## src/rtl/cpu_pkg.sv

```systemverilog
// Shared datapath constants and types for the integer pipeline.
// Imported by the writeback/register-file slice.
package cpu_pkg;
   localparam int DATA_W = 32;
   localparam int ADDR_W = 5;
   localparam int NREGS  = 2 ** ADDR_W;

   localparam logic [ADDR_W-1:0] ZERO_REG = '0;

   typedef logic [ADDR_W-1:0] reg_idx_t;
   typedef logic [DATA_W-1:0] word_t;
endpackage

```

## src/rtl/regfile_core.sv

```systemverilog
// Architectural register storage: async active-low clear, one write port,
// two combinational read ports, register 0 hardwired to zero.
module regfile_core
   import cpu_pkg::*;
#(
   parameter int DATA_W = cpu_pkg::DATA_W,
   parameter int ADDR_W = cpu_pkg::ADDR_W,
   parameter int NREGS  = cpu_pkg::NREGS
) (
   input  logic              clk,
   input  logic              rst,
   input  logic              i_we,
   input  logic [ADDR_W-1:0] i_waddr,
   input  logic [DATA_W-1:0] i_wdata,
   input  logic [ADDR_W-1:0] i_raddr1,
   input  logic [ADDR_W-1:0] i_raddr2,
   output logic [DATA_W-1:0] o_rdata1,
   output logic [DATA_W-1:0] o_rdata2
);
   localparam logic [ADDR_W-1:0] LP_ZERO = ADDR_W'(ZERO_REG);

   logic [DATA_W-1:0] r_regs [NREGS];
   logic              w_wr;

   assign w_wr = i_we && (i_waddr != LP_ZERO);

   always_ff @(posedge clk or negedge rst) begin
      if (!rst) begin
         for (int i = 0; i < NREGS; i++) begin
            r_regs[i] <= '0;
         end
      end else if (w_wr) begin
         r_regs[i_waddr] <= i_wdata;
      end
   end

   // Index 0 is masked at the read mux so it can never leak a value.
   assign o_rdata1 = (i_raddr1 == LP_ZERO) ? '0 : r_regs[i_raddr1];
   assign o_rdata2 = (i_raddr2 == LP_ZERO) ? '0 : r_regs[i_raddr2];
endmodule

```

## src/rtl/wb_regfile.sv

```systemverilog
// Writeback stage: result mux, register commit, read ports, write counter.
// Define WB_BYPASS_EN for same-cycle write-to-read bypass.
module wb_regfile
   import cpu_pkg::*;
#(
   parameter int DATA_W = cpu_pkg::DATA_W,
   parameter int ADDR_W = cpu_pkg::ADDR_W,
   parameter int NREGS  = cpu_pkg::NREGS
) (
   input  logic              clk,
   input  logic              rst,
   input  logic              wb_MemToReg,
   input  logic              wb_RegWrite,
   input  logic [DATA_W-1:0] MemRes,
   input  logic [DATA_W-1:0] ALURes,
   input  logic [ADDR_W-1:0] RegDest,
   input  logic [ADDR_W-1:0] ReadReg1,
   input  logic [ADDR_W-1:0] ReadReg2,
   output logic [DATA_W-1:0] ReadData1,
   output logic [DATA_W-1:0] ReadData2,
   output logic [DATA_W-1:0] WriteData,
   output logic [31:0]       WrCount
);
   localparam logic [ADDR_W-1:0] LP_ZERO = ADDR_W'(ZERO_REG);

   logic [DATA_W-1:0] w_wdata;
   logic [DATA_W-1:0] w_rd1;
   logic [DATA_W-1:0] w_rd2;
   logic              w_commit;
   logic [31:0]       r_wrcount;

   assign w_wdata   = wb_MemToReg ? MemRes : ALURes;
   assign WriteData = w_wdata;

   // RegWrite gates first so X on RegDest cannot leak into state.
   assign w_commit = wb_RegWrite && (RegDest != LP_ZERO);

   regfile_core #(
      .DATA_W (DATA_W),
      .ADDR_W (ADDR_W),
      .NREGS  (NREGS)
   ) u_core (
      .clk      (clk),
      .rst      (rst),
      .i_we     (w_commit),
      .i_waddr  (RegDest),
      .i_wdata  (w_wdata),
      .i_raddr1 (ReadReg1),
      .i_raddr2 (ReadReg2),
      .o_rdata1 (w_rd1),
      .o_rdata2 (w_rd2)
   );

`ifdef WB_BYPASS_EN
   assign ReadData1 = (w_commit && ReadReg1 == RegDest) ? w_wdata : w_rd1;
   assign ReadData2 = (w_commit && ReadReg2 == RegDest) ? w_wdata : w_rd2;
`else
   assign ReadData1 = w_rd1;
   assign ReadData2 = w_rd2;
`endif

   always_ff @(posedge clk or negedge rst) begin
      if (!rst) begin
         r_wrcount <= '0;
      end else if (w_commit) begin
         r_wrcount <= r_wrcount + 32'd1;
      end
   end

   assign WrCount = r_wrcount;
endmodule

```

## config.mk

```make
export PLATFORM = sky130hd
export DESIGN_NAME = wb_regfile
export DESIGN_NICKNAME = d
export VERILOG_FILES = /design/src/rtl/cpu_pkg.sv /design/src/rtl/regfile_core.sv /design/src/rtl/wb_regfile.sv
export SDC_FILE = /design/constraint.sdc
export NUM_CORES = 2
export LEC_CHECK = 0
export ABC_AREA = 0
export BUFFER_PORTS_ARGS = -buffer_cell sky130_fd_sc_hd__buf_2
export CORE_MARGIN = 10
export CORE_UTILIZATION = 50
export DETAILED_ROUTE_END_ITERATION = 10
export HOLD_SLACK_MARGIN = 0.12
export PLACE_DENSITY = 0.78
export SLEW_MARGIN = 15
export SYNTH_ARGS = -nofsm -noshare
export SYNTH_HDL_FRONTEND = slang
export SYNTH_SLANG_ARGS = --single-unit
```

## constraint.sdc

```tcl
create_clock -name clk -period 2.4 [get_ports clk]
set_input_delay 0.12 -clock clk [delete_from_list [all_inputs] [get_ports clk]]
set_output_delay 0.12 -clock clk [all_outputs]
set_load 0.05 [all_outputs]
```

==> summary.md <==
| Metric | Value |
|---|---|
| Outcome | `finished, violations left` |
| Failing checks | `negative setup slack` |
| Asr flop ratio synth | `100%` |
| Crit. End Element | `primary output` |
| R2r startpoint | `WrCount[4]` |
| PwrDens | `888 nW/µm²` |
| Root buf cell | `clkbuf_16` |
| Vias | `46.2k` |
| Gr usage total | `31.5%` |
| Die area | `122000 µm²` |
| Io pins | `211` |
| Crit path capture | `ReadData1[7]` |
| Leakage | `0.0282 µW` |
| Worst-path fanout max | `3` |
| Worst slew margin | `24.3%` |
| Vias in the first global route | `47.2k` |
| Die width | `349 µm` |
| Placement Cell Area | `60200 µm²` |
| Startpoint types | `flip-flop` |
| I/O Buffers | `210` |
| Tmin final | `2.67 ns` |
| Clock buffer count from CTS | `109` |
| Clock buffer depth | `3` |
| Pins Over Slew Limit | `0` |
| Most frequent cells in the layout | `1056 x dfrtp_1, 620 x nor2_1, 608 x a21oi_1` |
| Post-route DRC | `0` |
| Drt pass-1 iters | `8` |
| YS warnings | `0` |
| Met3 wire length | `27600 µm` |
| Number of synthesized register bits | `1056` |
| CP Data Required Time | `2.28 ns` |
| Placer Congestion | `0.884` |
| Post-synth top flop | `dfrtp_1` |
| WL met2 | `88400 µm` |
| Worst Hold Slack | `0.150 ns` |
| Wl on met1 | `65600 µm` |
| Vias per inst | `6.99` |
| Core Rows | `120` |
| Clock transition at path regs | `0.06 ns` |
| Antenna-violating nets left | `0` |
| Worst Tran Pin Value | `1.13 ns` |
| First-pass GRT wire length | `293000 µm` |
| Seq/Total Area, Yosys | `48.8%` |
| Worst path arrival time | `2.55 ns` |
| Syn Inst Count | `4917` |
| Synth Cell Area | `54100 µm²` |
| Setup ws final | `-0.272 ns` |
| Final core utilization | `62.2%` |
| Unrepaired setup endpoints after global routing | `true` |
| Worst Hold Class | `primary input to asynchronous set/reset pin` |
| Setup Skew | `0.00754 ns` |
| Critical setup path kind | `flip-flop to primary output` |
| Fill cell count | `7397` |
| Max-cap violations | `0` |
| Post-synth EDFFs | `0` |
| Final worst-path cycle share | `111%` |
| Crit path from | `u_core.r_regs[967]` |
| Worst-Skew Late Latency | `0.69 ns` |
| R2R Path End | `WrCount[31]` |
| Clk sinks | `1056` |
| Share of cells above drive strength 1 | `30.4%` |
| Die H | `349 µm` |
| Commonest non-fill, non-tap cell in the layout | `dfrtp_1` |
| Core footprint | `107000 µm²` |
| Final hold viol count | `0` |
| Avg Inst Size Synth | `11.0 µm²` |
| Wirelength per Cell | `29.7 µm` |
| Syn nets | `5001` |
| Sum of negative setup slack | `-7.25 ns` |
| DRT iter0 DRCs | `7161` |
| GRT overflow | `0` |
| Largest net degree at the start of global routing | `104` |
| Reg2Reg Setup Slack | `0.38 ns` |
| Highest metal used | `met5` |
| Worst Setup Slack post-DPL | `-0.0246 ns` |
| Final setup vio count | `64` |
| Final #Nets | `5186` |
| Initial antenna violation count | `7` |
| Hpwl dp | `112000 µm` |
| Synth-to-Final Area Change | `23.3%` |
| Fin area | `66700 µm²` |
| Max IR drop VDD | `0.000758 V` |
| Achievable frequency | `0.374 GHz` |
| Initial Util | `50.4%` |
| R2R cell count | `4` |
| Distinct cells, synth | `45` |
| Routed wire length | `196000 µm` |
| CTS tree | `built` |
| H-tree levels | `3` |
[cells in the mapped netlist (18+ instances only)]
library cell     n  area (µm²)
nor2b_1         73         457
a21oi_1        608        3040
mux2i_1        160        1600
mux2_2          65         732
a211oi_1        64         480
o2111ai_1       18         158
clkbuf_1       416        1560
a22oi_1         64         480
o21ai_1         20         100
nor2_1         625        2350
nand2_1        432        1620
o21ai_0        474        2370
a221oi_1        46         403
a311oi_1        64         561
mux4_2         448       10100
dfrtp_1       1056       26400
inv_1           41         154
buf_2          103         515
[state kept, by name, indices dropped and copies added (netlist names)]
register / count
WrCount: 32
u_core.r_regs: 1024
[power by group]
part	switching (µW)	leakage [µW]	total [µW]	internal, µW
combinational	7790	0.0131	15300	7530
sequential	3330	0.0131	25000	21600
clock	7540	0.00197	19000	11400
total	18700	0.0282	59300	40600
[per-layer routing]
layer	track usage (%)	up-vias
li1	-	18277
met1	38.6	22779
met2	47.4	3972
met3	10.9	1122
met4	20.3	10
met5	0.520	-
[cell type report]
cell class                      instances  area [µm²]  share of cell area, %
Antenna cell                            5        12.5                 0.0188
Clock buffer                          148        3140                   4.70
Clock inverter                         57         875                   1.31
Inverter                               41         156                  0.234
Multi-Input combinational cell       3282       27700                   41.5
Sequential cell                      1056       26400                   39.6
Tap cell                             1403        1760                   2.63
Timing Repair Buffer                  612        6650                   9.97
[through the flow]
step	total power [µW]	instances
3_3_place_gp	37600	6281
2_1_floorplan	33500	4917
5_1_grt	61400	6601
6_report	59300	6604
4_1_cts	58200	6577
3_5_place_dp	38600	6283
[worst min-delay path by stage]
stage	startpoint	endpoint	slack [ns]	cells after the start
after global routing	rst	u_core.r_regs[153]	0.14	3
after detailed placement	rst	WrCount[29]	0.10	1
after floorplan	rst	WrCount[0]	-0.18	0
after CTS	rst	u_core.r_regs[51]	0.13	3
after global placement	rst	WrCount[29]	0.1	1
final	rst	u_core.r_regs[51]	0.15	3
[logic make-up after synthesis]
kind of cell,synth area share [%]
compound gates,14.1
simple gates,9.31
flops,48.8
mux,22.9
buf+inv,4.28
xor+xnor,0.515
fa+ha+maj,0.0231
[critical path, cell delays in order, from the launching register on]
cell and delay [ns]:
dfrtp_1 0.41, buf_6 0.13, mux4_2 0.44, mux2_4 0.31, o21ai_4 0.18, a311oi_4 0.10, buf_12 0.26
[repair_timing]
| item | CTS | global route |
|---|---|---|
| hold buffers | 70 | 0 |
| pin swaps | 54 | 58 |
| setup endpoints to repair | 64 | 64 |
| gates resized for setup | 214 | 162 |
| buffers inserted | 19 | 23 |
| endpoints found under the hold margin | 2018 | 0 |
(Power assumes the default switching activity.)
